[src/rtl/sdr_pkg.sv]
// Shared sample/output types and ADC conversion helpers for the SDR receive path.
// Pure declarations: no latency, no state.
// No flow control here; consumers handle backpressure.
package sdr_pkg;

  localparam int ADC_MIDSCALE = 2048;

  // Offset-binary ADC code re-centred around zero.
  typedef logic signed [11:0] sample_t;

  // Decimated output word element.
  typedef logic signed [15:0] out_t;

  // One I/Q pair as carried through the output buffer (I in the upper half).
  typedef struct packed {
    out_t i;
    out_t q;
  } iq_word_t;

  // Unsigned offset-binary code -> signed sample (4095 -> +2047, 0 -> -2048).
  function automatic sample_t adc_to_signed(input logic [11:0] code);
    logic [12:0] w_diff;
    w_diff = {1'b0, code} - 13'(ADC_MIDSCALE);
    return sample_t'(w_diff[11:0]);
  endfunction

  // Clamp a 13-bit signed difference into the 12-bit sample range.
  function automatic sample_t sat12(input logic signed [12:0] v);
    if (v > 13'sd2047) begin
      return 12'sh7FF;
    end else if (v < -13'sd2048) begin
      return 12'sh800;
    end else begin
      return sample_t'(v[11:0]);
    end
  endfunction

endpackage

[src/rtl/iq_fifo2.sv]
// Two-entry 32-bit I/Q output buffer with valid/ready read side and full/empty status.
// Read data is the registered head entry; a write is visible on the read side the next cycle.
// A write into a full buffer is accepted only when a read happens in the same cycle; otherwise it is ignored.
module iq_fifo2
  import sdr_pkg::*;
(
  input  logic     i_clk,
  input  logic     i_reset,
  input  logic     i_wr_vld,
  input  iq_word_t i_wr_dat,
  input  logic     i_rd_rdy,
  output iq_word_t o_rd_dat,
  output logic     o_full,
  output logic     o_empty
);

  iq_word_t   r_mem [2];
  logic       r_wr_ptr;
  logic       r_rd_ptr;
  logic [1:0] r_count;

  logic w_pop;
  logic w_push;

  // A pop frees a slot in the same cycle, so a full buffer can still take a write.
  assign w_pop  = i_rd_rdy && (r_count != 2'd0);
  assign w_push = i_wr_vld && ((r_count != 2'd2) || w_pop);

  // Storage, pointers and occupancy; reset clears data so the read port shows zero.
  always_ff @(posedge i_clk) begin
    if (i_reset) begin
      r_mem[0] <= '0;
      r_mem[1] <= '0;
      r_wr_ptr <= 1'b0;
      r_rd_ptr <= 1'b0;
      r_count  <= 2'd0;
    end else begin
      if (w_push) begin
        r_mem[r_wr_ptr] <= i_wr_dat;
        r_wr_ptr        <= ~r_wr_ptr;
      end
      if (w_pop) begin
        r_rd_ptr <= ~r_rd_ptr;
      end
      case ({w_push, w_pop})
        2'b10:   r_count <= r_count + 2'd1;
        2'b01:   r_count <= r_count - 2'd1;
        default: r_count <= r_count;
      endcase
    end
  end

  assign o_rd_dat = r_mem[r_rd_ptr];
  assign o_full   = (r_count == 2'd2);
  assign o_empty  = (r_count == 2'd0);

endmodule

[src/rtl/iq_decimator.sv]
// I/Q integrate-and-dump decimator by 2^LOG2_DECIM with optional DC removal (macro IQ_DC_REMOVE_EN).
// Latency: 2 cycles from the last strobed sample of a block to o_valid, 3 with IQ_DC_REMOVE_EN.
// Backpressure: 2-word output buffer; a block completing while full and not being read is dropped and o_overrun set.
module iq_decimator
  import sdr_pkg::*;
#(
  parameter int LOG2_DECIM = 4,
  parameter int DC_SHIFT   = 8
) (
  input  logic        i_clk,
  input  logic        i_reset,
  input  logic        i_sample_stb,
  input  logic [11:0] i_sample_i,
  input  logic [11:0] i_sample_q,
  output logic        o_valid,
  input  logic        i_ready,
  output logic [15:0] o_data_i,
  output logic [15:0] o_data_q,
  output logic        o_overrun,
  input  logic        i_overrun_clr
);

  localparam int R  = 1 << LOG2_DECIM;
  localparam int AW = 12 + LOG2_DECIM;
  localparam int CW = (LOG2_DECIM > 0) ? LOG2_DECIM : 1;
  localparam int SH = 4 - LOG2_DECIM;

  if (LOG2_DECIM < 0 || LOG2_DECIM > 4 || DC_SHIFT < 4 || DC_SHIFT > 12) begin : g_param_err
    $error("iq_decimator: LOG2_DECIM must be 0..4 and DC_SHIFT 4..12");
  end

  sample_t r_x_i;
  sample_t r_x_q;
  logic    r_x_vld;

  // Capture and re-centre each strobed ADC sample.
  always_ff @(posedge i_clk) begin
    if (i_reset) begin
      r_x_i   <= '0;
      r_x_q   <= '0;
      r_x_vld <= 1'b0;
    end else begin
      r_x_vld <= i_sample_stb;
      if (i_sample_stb) begin
        r_x_i <= adc_to_signed(i_sample_i);
        r_x_q <= adc_to_signed(i_sample_q);
      end
    end
  end

  // Sample stream feeding the integrator.
  sample_t w_s_i;
  sample_t w_s_q;
  logic    w_s_vld;

`ifdef IQ_DC_REMOVE_EN
  localparam int DW = 12 + DC_SHIFT;

  logic signed [DW-1:0] r_dc_i;
  logic signed [DW-1:0] r_dc_q;
  sample_t              r_y_i;
  sample_t              r_y_q;
  logic                 r_y_vld;
  sample_t              w_y_i;
  sample_t              w_y_q;

  // y = x - dc/2^DC_SHIFT, clamped; the running sum dc therefore tracks 2^DC_SHIFT times the mean.
  function automatic sample_t dc_sub(input sample_t x, input logic signed [DW-1:0] dc);
    logic signed [DW-1:0] w_est;
    w_est = dc >>> DC_SHIFT;
    return sat12(13'(x) - 13'(w_est));
  endfunction

  assign w_y_i = dc_sub(r_x_i, r_dc_i);
  assign w_y_q = dc_sub(r_x_q, r_dc_q);

  // Remove the DC estimate and fold the corrected sample back into the estimate.
  always_ff @(posedge i_clk) begin
    if (i_reset) begin
      r_dc_i  <= '0;
      r_dc_q  <= '0;
      r_y_i   <= '0;
      r_y_q   <= '0;
      r_y_vld <= 1'b0;
    end else begin
      r_y_vld <= r_x_vld;
      if (r_x_vld) begin
        r_y_i  <= w_y_i;
        r_y_q  <= w_y_q;
        r_dc_i <= r_dc_i + DW'(w_y_i);
        r_dc_q <= r_dc_q + DW'(w_y_q);
      end
    end
  end

  assign w_s_i   = r_y_i;
  assign w_s_q   = r_y_q;
  assign w_s_vld = r_y_vld;
`else
  assign w_s_i   = r_x_i;
  assign w_s_q   = r_x_q;
  assign w_s_vld = r_x_vld;
`endif

  logic [CW-1:0]        r_cnt;
  logic signed [AW-1:0] r_acc_i;
  logic signed [AW-1:0] r_acc_q;
  logic                 r_push;
  logic                 w_first;
  logic                 w_last;

  assign w_first = (r_cnt == '0);
  assign w_last  = (r_cnt == CW'(R - 1));

  // Integrate-and-dump: first sample of a block loads, the rest add; flag completion for the buffer.
  always_ff @(posedge i_clk) begin
    if (i_reset) begin
      r_cnt   <= '0;
      r_acc_i <= '0;
      r_acc_q <= '0;
      r_push  <= 1'b0;
    end else begin
      r_push <= w_s_vld && w_last;
      if (w_s_vld) begin
        r_cnt   <= w_last ? '0 : r_cnt + CW'(1);
        r_acc_i <= w_first ? AW'(w_s_i) : r_acc_i + AW'(w_s_i);
        r_acc_q <= w_first ? AW'(w_s_q) : r_acc_q + AW'(w_s_q);
      end
    end
  end

  // Sign-extend then scale so full scale does not depend on the decimation ratio.
  out_t     w_out_i;
  out_t     w_out_q;
  iq_word_t w_wr_dat;
  iq_word_t w_rd_dat;
  logic     w_full;
  logic     w_empty;
  logic     w_drop;

  assign w_out_i    = out_t'(r_acc_i) <<< SH;
  assign w_out_q    = out_t'(r_acc_q) <<< SH;
  assign w_wr_dat.i = w_out_i;
  assign w_wr_dat.q = w_out_q;

  iq_fifo2 u_fifo (
    .i_clk    (i_clk),
    .i_reset  (i_reset),
    .i_wr_vld (r_push),
    .i_wr_dat (w_wr_dat),
    .i_rd_rdy (i_ready),
    .o_rd_dat (w_rd_dat),
    .o_full   (w_full),
    .o_empty  (w_empty)
  );

  // The buffer refuses a block only when full with no read this cycle.
  assign w_drop = r_push && w_full && !i_ready;

  logic r_overrun;

  // Sticky drop flag; a fresh drop wins over a clear in the same cycle.
  always_ff @(posedge i_clk) begin
    if (i_reset) begin
      r_overrun <= 1'b0;
    end else if (w_drop) begin
      r_overrun <= 1'b1;
    end else if (i_overrun_clr) begin
      r_overrun <= 1'b0;
    end
  end

  assign o_valid   = !w_empty;
  assign o_data_i  = w_rd_dat.i;
  assign o_data_q  = w_rd_dat.q;
  assign o_overrun = r_overrun;

endmodule
[config.mk]
export PLATFORM = sky130hd
export DESIGN_NAME = iq_decimator
export DESIGN_NICKNAME = d
export VERILOG_FILES = /design/src/rtl/sdr_pkg.sv /design/src/rtl/iq_fifo2.sv /design/src/rtl/iq_decimator.sv
export SDC_FILE = /design/constraint.sdc
export NUM_CORES = 1
export LEC_CHECK = 0
export CAP_MARGIN = 25
export CORE_ASPECT_RATIO = 1.2
export CORE_MARGIN = 2
export CORE_UTILIZATION = 55
export CTS_CLUSTER_SIZE = 24
export DETAILED_ROUTE_END_ITERATION = 6
export PLACE_DENSITY_LB_ADDON = 0.3
export SYNTH_ARGS = -nofsm -noshare
export SYNTH_HDL_FRONTEND = slang
export SYNTH_HIERARCHICAL = 1
export SYNTH_SLANG_ARGS = --single-unit
[constraint.sdc]
create_clock -name i_clk -period 3.91 [get_ports i_clk]
set_input_delay 0.391 -clock i_clk [delete_from_list [all_inputs] [get_ports i_clk]]
set_output_delay 0.391 -clock i_clk [all_outputs]
set_load 0.005 [all_outputs]
==> PnR_summary.wiki, run 1 <==
{| class="wikitable"
! Metric !! Value
|-
| Full die area || 13500 µm²
|-
| Reg-to-reg endpoint || r_acc_i[12]$_SDFFE_PP0P_
|-
| Final routed wire length divided by cell count || 16.4 µm
|-
| Power Total || 3.51 mW
|-
| Run status || finished, final reports clean
|-
| Ant diodes || 0
|-
| Area of combinational cells with multiple inputs || 3450 µm²
|-
| Total routing usage reported by global routing || 22.7%
|-
| Hold_buf cts || 0
|-
| Reported max-cap violation count || 0
|-
| Antenna violations before repair || 0
|-
| Number of buffers created by CTS || 17
|-
| Largest net degree at the start of global routing || 62
|-
| Worst reg2reg path startpoint || r_x_i[0]$_SDFFE_PP0P_
|-
| PostCTS Resize Cnt || 0
|-
| First-pass GRT wire length || 24500 µm
|-
| Most common cell after layout, fill and taps aside || sky130_fd_sc_hd__nor2_1
|-
| Clock root buffer master || sky130_fd_sc_hd__clkbuf_16
|-
| Crit path time final || 2960 ps
|-
| Syn_nets || 735
|-
| Number of rows created at floorplan || 44
|-
| TritonCTS clock tree || yes
|-
| Number of synthesized register bits || 132
|-
| Worst skew pair latency || 420 ps
|-
| Routability congestion estimate || 0.935
|-
| Total grt overflow || 0
|-
| Via count of the first global-routing pass || 5095
|-
| Number of enable-type register cells in the synthesized netlist || 64
|-
| Number of nets in the layout || 789
|-
| Launch point of the worst path || r_x_i[0]$_SDFFE_PP0P_
|-
| Post-Route Hold Slack || 302 ps
|-
| Share of layout cells above drive strength 1 || 11.9%
|-
| Post-route design area || 8270 µm²
|-
| Area grow syn2layout || 19.4%
|-
| Placed cells || 868
|-
| Share of async-settable or async-resettable flops after synthesis || 0%
|-
| Count of final hold-check violations || 0
|-
| Sequential fraction of the synthesis area || 47.4%
|-
| Post-synthesis cell count || 672
|-
| Clock slew at the register clock pins of the worst setup and hold paths || 60 ps
|-
| CTS H-tree lvls || 4
|-
| Least-Margin Pin Slew || 768 ps
|-
| Most frequent cells in the layout || sky130_fd_sc_hd__nor2_1 (71), sky130_fd_sc_hd__dfxtp_1 (67), sky130_fd_sc_hd__edfxtp_1 (64)
|-
| Worst endpoint required time || 4220 ps
|-
| Share of the core filled with cells in the final layout || 67.7%
|-
| Peak fanout along the critical path || 3
|-
| Die height || 127 µm
|-
| # Post-CTS Setup Buffers || 0
|-
| Worst setup slack after placement || 1180 ps
|-
| Post-detailed-route count of antenna-violating nets || 0
|-
| Placed wire-length estimate || 9750 µm
|-
| Initial core utilization || 56.7%
|-
| Skew final || 9.32 ps
|-
| Class of the most critical setup path || reg2reg
|-
| Post-synthesis cell type count || 59
|-
| Area leader, netlist || sky130_fd_sc_hd__edfxtp_1
|-
| DP Area || 7680 µm²
|-
| Minimum setup slack in the final design || 949 ps
|-
| Arrival time reported for the critical path endpoint || 3270 ps
|-
| Worst setup path endpoint || r_acc_i[12]$_SDFFE_PP0P_
|-
| Clock buffer depth || 2
|-
| # IOs || 63
|-
| Post-detailed-route DRC marker count || 0
|-
| Detailed Routing Iterations Pass 1 || 4
|-
| Synthesized area || 6930 µm²
|-
| Most used DFF post-synth || sky130_fd_sc_hd__dfxtp_1
|-
| Hold crit path type || in2reg
|-
| Register-to-register path setup slack || 950 ps
|-
| R2r worst-path depth || 9
|-
| Portion of synthesized cell area occupied by the leading cell type || 27.7%
|-
| Max-Slew Margin vs Limit || 48.8%
|-
| Post-synthesis area per instance || 10.3 µm²
|-
| IR Drop Worst-Case VDD || 0.228 mV
|-
| Largest cells by area after synthesis || sky130_fd_sc_hd__edfxtp_1 (28%), sky130_fd_sc_hd__dfxtp_1 (20%), sky130_fd_sc_hd__ha_1 (5.8%)
|-
| Accumulated negative setup slack || 0 ps
|-
| Number of standard cells in the layout, taps in and fillers out || 900
|-
| FMAX || 338 MHz
|-
| Final wirelength || 14800 µm
|-
| Number of DRC markers in iteration 0 || 388
|-
| RSZ-0062 raised after global routing || no
|-
| Die Wd || 106 µm
|-
| Leak || 3.23 nW
|-
| Cell Pwr Density || 425 nW/µm²
|-
| Final cycle utilization of the critical path || 75.7%
|-
| Number of pins with negative max-slew slack in the final report || 0
|-
| Core footprint || 12200 µm²
|-
| Warnings from Yosys || 6
|-
| Worst setup EP type || flip-flop
|-
| Clock sink total || 132
|-
| Routed vias || 5218
|-
| Endpoints failing setup || 0
|-
| Number of filler cells placed in the layout || 975
|-
| Detail-routed via count per cell || 5.80
|-
| FF+latch area || 3280 µm²
|-
| Startpoint type of the worst setup path || flip-flop
|-
| Port buffer count || 62
|}
==> worst min-delay path by stage <==
stage / endpoint / startpoint / depth (start not counted)
floorplan: o_overrun$_SDFFE_PP0P_ / o_overrun$_SDFFE_PP0P_ / 2
global placement: o_overrun$_SDFFE_PP0P_ / o_overrun$_SDFFE_PP0P_ / 2
detailed placement: o_overrun$_SDFFE_PP0P_ / o_overrun$_SDFFE_PP0P_ / 2
CTS: u_fifo/r_rd_ptr$_SDFFE_PP0P_ / i_reset / 2
global route: u_fifo/r_rd_ptr$_SDFFE_PP0P_ / i_reset / 2
finish: u_fifo/r_rd_ptr$_SDFFE_PP0P_ / i_reset / 2
==> registers in the layout, summed over array words and instances, names as in the netlist, 2 cells and up, named ones only <==
name and flops:
r_acc_q 16, r_cnt 4, u_fifo/r_count 2, r_acc_i 16
r_x_q 12, u_fifo/r_mem 64, r_x_i 12
==> cell usage after synthesis, types with 8 or more instances <==
master,count
sky130_fd_sc_hd__nor3_1,17
sky130_fd_sc_hd__clkbuf_1,20
sky130_fd_sc_hd__a311oi_1,17
sky130_fd_sc_hd__and2_1,62
sky130_fd_sc_hd__xor2_1,9
sky130_fd_sc_hd__dfxtp_1,68
sky130_fd_sc_hd__inv_1,10
sky130_fd_sc_hd__xnor2_1,16
sky130_fd_sc_hd__nor2_1,71
sky130_fd_sc_hd__a211oi_1,16
sky130_fd_sc_hd__mux2_2,29
sky130_fd_sc_hd__ha_1,32
sky130_fd_sc_hd__nand3_1,8
sky130_fd_sc_hd__o21ai_0,28
sky130_fd_sc_hd__mux2i_1,29
sky130_fd_sc_hd__nand2_1,44
sky130_fd_sc_hd__edfxtp_1,64
sky130_fd_sc_hd__a21oi_1,36
==> cells by family (layout without fill, tap and decap cells) <==
logic type      count (synthesis)  in the layout  share of synthesized area, %
simple gates                  242            242                          18.3
flops                         132            132                          47.4
fa+ha+maj                      34             34                          6.35
buf+inv                        47            114                          2.85
mux                            61             61                          9.39
xor+xnor                       25             25                          3.16
compound gates                131            131                          12.5
==> power breakdown <==
group	switching [mW]	internal, mW
registers	0.0583	1.51
clock network	0.592	0.998
logic	0.189	0.169
total	0.840	2.67
==> area by class of cell <==
type	instances	area share, %
Multi-Input combinational cell	493	41.7
Clock buffer	18	5.19
Sequential cell	132	39.7
Inverter	11	0.499
Timing Repair Buffer	71	8.50
Tap cell	161	2.43
Clock inverter	14	1.94
==> layer usage <==
| layer | GRT usage (%) | share of wire [%] | wire length [µm] |
|---|---|---|---|
| met1 | 29.7 | 46 | 6770 |
| met2 | 37.8 | 48 | 7080 |
| met3 | 5.19 | 4.9 | 730 |
| met4 | 7.03 | 1.4 | 210 |
| met5 | 0 | 0 | 0 |
==> critical path, cell delays in order (launching register included) <==
cell and delay (ps):
sky130_fd_sc_hd__dfxtp_1 330, sky130_fd_sc_hd__ha_1 230, sky130_fd_sc_hd__fa_1 440, sky130_fd_sc_hd__a211oi_1 370
sky130_fd_sc_hd__o21a_1 210, sky130_fd_sc_hd__o211ai_1 110, sky130_fd_sc_hd__a2111oi_0 540, sky130_fd_sc_hd__o21a_1 200
sky130_fd_sc_hd__o21ai_0 100, sky130_fd_sc_hd__a311oi_1 310
(Power assumes the default switching activity.)
==> run 2, diff against run 1 <==
--- a/config.mk
+++ b/config.mk
@@ -8,7 +8,7 @@
 export CAP_MARGIN = 25
 export CORE_ASPECT_RATIO = 1.2
 export CORE_MARGIN = 2
-export CORE_UTILIZATION = 55
+export CORE_UTILIZATION = 52
 export CTS_CLUSTER_SIZE = 24
 export DETAILED_ROUTE_END_ITERATION = 6
 export PLACE_DENSITY_LB_ADDON = 0.3
==> constraint.sdc (replaced) <==
create_clock -name i_clk -period 2.6 [get_ports i_clk]
set_input_delay 0.26 -clock i_clk [delete_from_list [all_inputs] [get_ports i_clk]]
set_output_delay 0.26 -clock i_clk [all_outputs]
set_load 0.005 [all_outputs]
==> run 2 against run 1 <==
The flow now finishes with violations (negative setup slack); combinational power increased by 63%; routed wire length increased by 3.0%; critical path depth increased by 1; clock-buffer cell count unchanged; power increased by 54%; via count increased by 1.8%; final area increased by 2.7%; first-iteration DRC count increased by 2.6%; worst setup slack got worse by 990 ps; sequential power increased by 49%; non-clock buffer count increased by 17; clock power increased by 57%; critical path type unchanged; largest power group unchanged; highest routed layer unchanged.
==> PnR_summary.wiki, run 2 (same netlist as run 1, synthesis figures left out) <==
{| class="wikitable"
! Metric !! Value
|-
| Run status || finished with violations
|-
| Violations in the final reports || negative setup slack
|-
| Biggest registers after layout || u_fifo/r_mem x64, r_acc_i x16, r_acc_q x16
|-
| RSZ-0062 raised after global routing || yes
|-
| IR Drop Worst-Case VDD || 0.461 mV (+100%)
|-
| Peak fanout along the critical path || 3 (unchanged)
|-
| Crit path time final || 2650 ps (-315 ps)
|-
| Fraction of power spent switching nets || 23.6% (-0.31 points)
|-
| Routability congestion estimate || 0.892 (-4.6%)
|-
| DP Area || 7790 µm² (+1.4%)
|-
| Worst setup EP type || flip-flop
|-
| Total routing usage reported by global routing || 22.3% (-0.40 points)
|-
| Share of the core filled with cells in the final layout || 64.8% (-2.9 points)
|-
| Clock slew at the register clock pins of the worst setup and hold paths || 60 ps (about the same)
|-
| FF+latch area || 3290 µm² (+0.11%)
|-
| Antenna violations before repair || 0 (unchanged)
|-
| Die height || 130 µm (+2.8%)
|-
| Routed vias || 5312 (+1.8%)
|-
| Worst skew pair latency || 420 ps (about the same)
|-
| Share of layout cells above drive strength 1 || 15.7% (+3.8 points)
|-
| Total grt overflow || 0 (unchanged)
|-
| Minimum setup slack in the final design || -45.4 ps (-995 ps)
|-
| Final wirelength || 15200 µm (+3.0%)
|-
| First-pass GRT wire length || 24700 µm (+0.73%)
|-
| Max-Slew Margin vs Limit || 45.9% (-2.9 points)
|-
| Final routed wire length divided by cell count || 16.5 µm (+0.34%)
|-
| Number of nets in the layout || 806 (+2.2%)
|-
| Switching component of the power || 1.28 mW (+52%)
|-
| Hold_buf cts || 0 (unchanged)
|-
| Largest Register || u_fifo/r_mem
|-
| Full die area || 14300 µm² (+5.6%)
|-
| Post-detailed-route count of antenna-violating nets || 0 (unchanged)
|-
| Ant diodes || 0 (unchanged)
|-
| Detailed Routing Iterations Pass 1 || 5 (+1)
|-
| Share of total power in combinational logic || 10.8% (+0.6 points)
|-
| Detail-routed via count per cell || 5.75 (-0.84%)
|-
| FMAX || 378 MHz (+12%)
|-
| Clock sink total || 132 (unchanged)
|-
| TritonCTS clock tree || yes
|-
| Hold crit path type || in2reg
|-
| Class of the most critical setup path || reg2reg
|-
| Count of final hold-check violations || 0 (unchanged)
|-
| Post-detailed-route DRC marker count || 0 (unchanged)
|-
| # IOs || 63 (unchanged)
|-
| Number of pins with negative max-slew slack in the final report || 0 (unchanged)
|-
| Initial core utilization || 52.8% (-3.9 points)
|-
| Cell Pwr Density || 637 nW/µm² (+50%)
|-
| Most common cell after layout, fill and taps aside || sky130_fd_sc_hd__nor2_1
|-
| CTS H-tree lvls || 4 (unchanged)
|-
| Core footprint || 13100 µm² (+7.4%)
|-
| Number of filler cells placed in the layout || 1010 (+3.6%)
|-
| Least-Margin Pin Slew || 812 ps (+43.4 ps)
|-
| Part of the total power dissipated in sequential elements || 43.3% (-1.3 points)
|-
| Via count of the first global-routing pass || 5054 (-0.80%)
|-
| Leak || 3.31 nW (+2.7%)
|-
| Startpoint type of the worst setup path || flip-flop
|-
| Worst endpoint required time || 2920 ps (-1300 ps)
|-
| Fraction of power consumed by the clock network || 46.0% (+0.8 points)
|-
| Area of combinational cells with multiple inputs || 3510 µm² (+1.6%)
|-
| Skew final || 8.35 ps (-0.965 ps)
|-
| Most frequent cells in the layout || sky130_fd_sc_hd__nor2_1 (71), sky130_fd_sc_hd__dfxtp_1 (64), sky130_fd_sc_hd__edfxtp_1 (64)
|-
| Clock buffer depth || 2 (unchanged)
|-
| Placed wire-length estimate || 10000 µm (+2.8%)
|-
| Port buffer count || 62 (unchanged)
|-
| Post-route design area || 8500 µm² (+2.7%)
|-
| Flip-flop count of the largest register after layout || 64 (unchanged)
|-
| Endpoints failing setup || 1 (+1)
|-
| Final cycle utilization of the critical path || 102% (+26 points)
|-
| Largest net degree at the start of global routing || 40 (-35%)
|-
| Arrival time reported for the critical path endpoint || 2960 ps (-310 ps)
|-
| Number of DRC markers in iteration 0 || 398 (+2.6%)
|-
| Internal power || 4.14 mW (+55%)
|-
| Reported max-cap violation count || 0 (unchanged)
|-
| Clock root buffer master || sky130_fd_sc_hd__clkbuf_16
|-
| Number of rows created at floorplan || 46 (+4.5%)
|-
| Number of buffers created by CTS || 17 (unchanged)
|-
| Area grow syn2layout || 22.6%
|-
| Die Wd || 109 µm (+2.7%)
|}
run 2: cell types whose count changed in the layout (fill, tap and decap cells not counted), moves of 2 or more:
cell and change:
sky130_fd_sc_hd__a211oi_1 -2, sky130_fd_sc_hd__a211oi_2 +2, sky130_fd_sc_hd__a21oi_1 -2, sky130_fd_sc_hd__a21oi_2 +2, sky130_fd_sc_hd__buf_12 +2, sky130_fd_sc_hd__buf_4 +16
sky130_fd_sc_hd__dfxtp_1 -3, sky130_fd_sc_hd__dfxtp_2 +3, sky130_fd_sc_hd__ha_1 -3, sky130_fd_sc_hd__ha_2 +2
run 2: repair_timing:
item | in CTS | in global routing
setup endpoints to repair | 1 | 3
setup buffers | 0 | 4
resized for setup | 3 | 13
pin swaps | 1 | 7
run 2: per-stage QoR:
step | hold slack [ps] | instances | setup TNS, ps | power, mW | worst slack, ps
global placement | 455 | 888 | -65.1 | 2.91 | -65.1
floorplan | 359 | 672 | 0 | 2.73 | 72.5
finish | 157 | 924 | -45.4 | 5.41 | -45.4
detailed placement | 470 | 888 | -158 | 2.95 | -158
CTS | 158 | 920 | 0 | 5.43 | 0.593
global route | 165 | 924 | -136 | 5.60 | -124
run 2: area by class of cell:
cell class / instances / share of cell area (%)
sequential: 132 / 38.7
inverter: 11 / 0.486
tap: 168 / 2.47
timing repair buffer: 88 / 9.84
clock inverter: 14 / 2.16
clock buffer: 18 / 5.05
multi-input combinational: 493 / 41.3
run 2: metal layers:
metal  global-route usage [%]  share of wire [%]
met1                     29.8                 45
met4                     7.59                1.7
met3                     4.56                5.0
met5                        0                  0
met2                     36.3                 48
run 2: path summary, 6_finish.rpt:
check / start / end / slack [ps] / depth (start not counted)
min reg2reg: o_overrun$_SDFFE_PP0P_ / o_overrun$_SDFFE_PP0P_ / 470 / 2
max reg2reg: r_acc_i[0]$_SDFFE_PP0P_ / r_acc_i[12]$_SDFFE_PP0P_ / -50 / 10
min: i_reset / o_overrun$_SDFFE_PP0P_ / 160 / 2
max: r_acc_i[0]$_SDFFE_PP0P_ / r_acc_i[12]$_SDFFE_PP0P_ / -50 / 10
run 2: power groups by stage:
| stage | registers [mW] | clock network (mW) | logic (mW) |
|---|---|---|---|
| after floorplan | 2.36 | 0 | 0.378 |
| after global placement | 2.37 | 0 | 0.542 |
| after detailed placement | 2.38 | 0 | 0.568 |
| after CTS | 2.34 | 2.52 | 0.572 |
| after global routing | 2.35 | 2.61 | 0.641 |
| final | 2.34 | 2.49 | 0.584 |
run 2: critical path: stages, from the launching register on:
cell	delay, ps
sky130_fd_sc_hd__dfxtp_1	320
sky130_fd_sc_hd__ha_2	200
sky130_fd_sc_hd__fa_2	370
sky130_fd_sc_hd__a211oi_2	290
sky130_fd_sc_hd__o21a_1	180
sky130_fd_sc_hd__o211ai_1	150
sky130_fd_sc_hd__a2111oi_2	380
sky130_fd_sc_hd__buf_4	180
sky130_fd_sc_hd__o21a_1	110
sky130_fd_sc_hd__o21ai_0	80
sky130_fd_sc_hd__a311oi_1	290
==> run 3, diff against run 2 <==
--- a/config.mk
+++ b/config.mk
@@ -9,6 +9,7 @@
 export CORE_ASPECT_RATIO = 1.2
 export CORE_MARGIN = 2
 export CORE_UTILIZATION = 52
+export CTS_CLUSTER_DIAMETER = 50
 export CTS_CLUSTER_SIZE = 24
 export DETAILED_ROUTE_END_ITERATION = 6
 export PLACE_DENSITY_LB_ADDON = 0.3
==> results of run 3 <==
The final DEF is identical to that of run 2; final timing and power are the same.
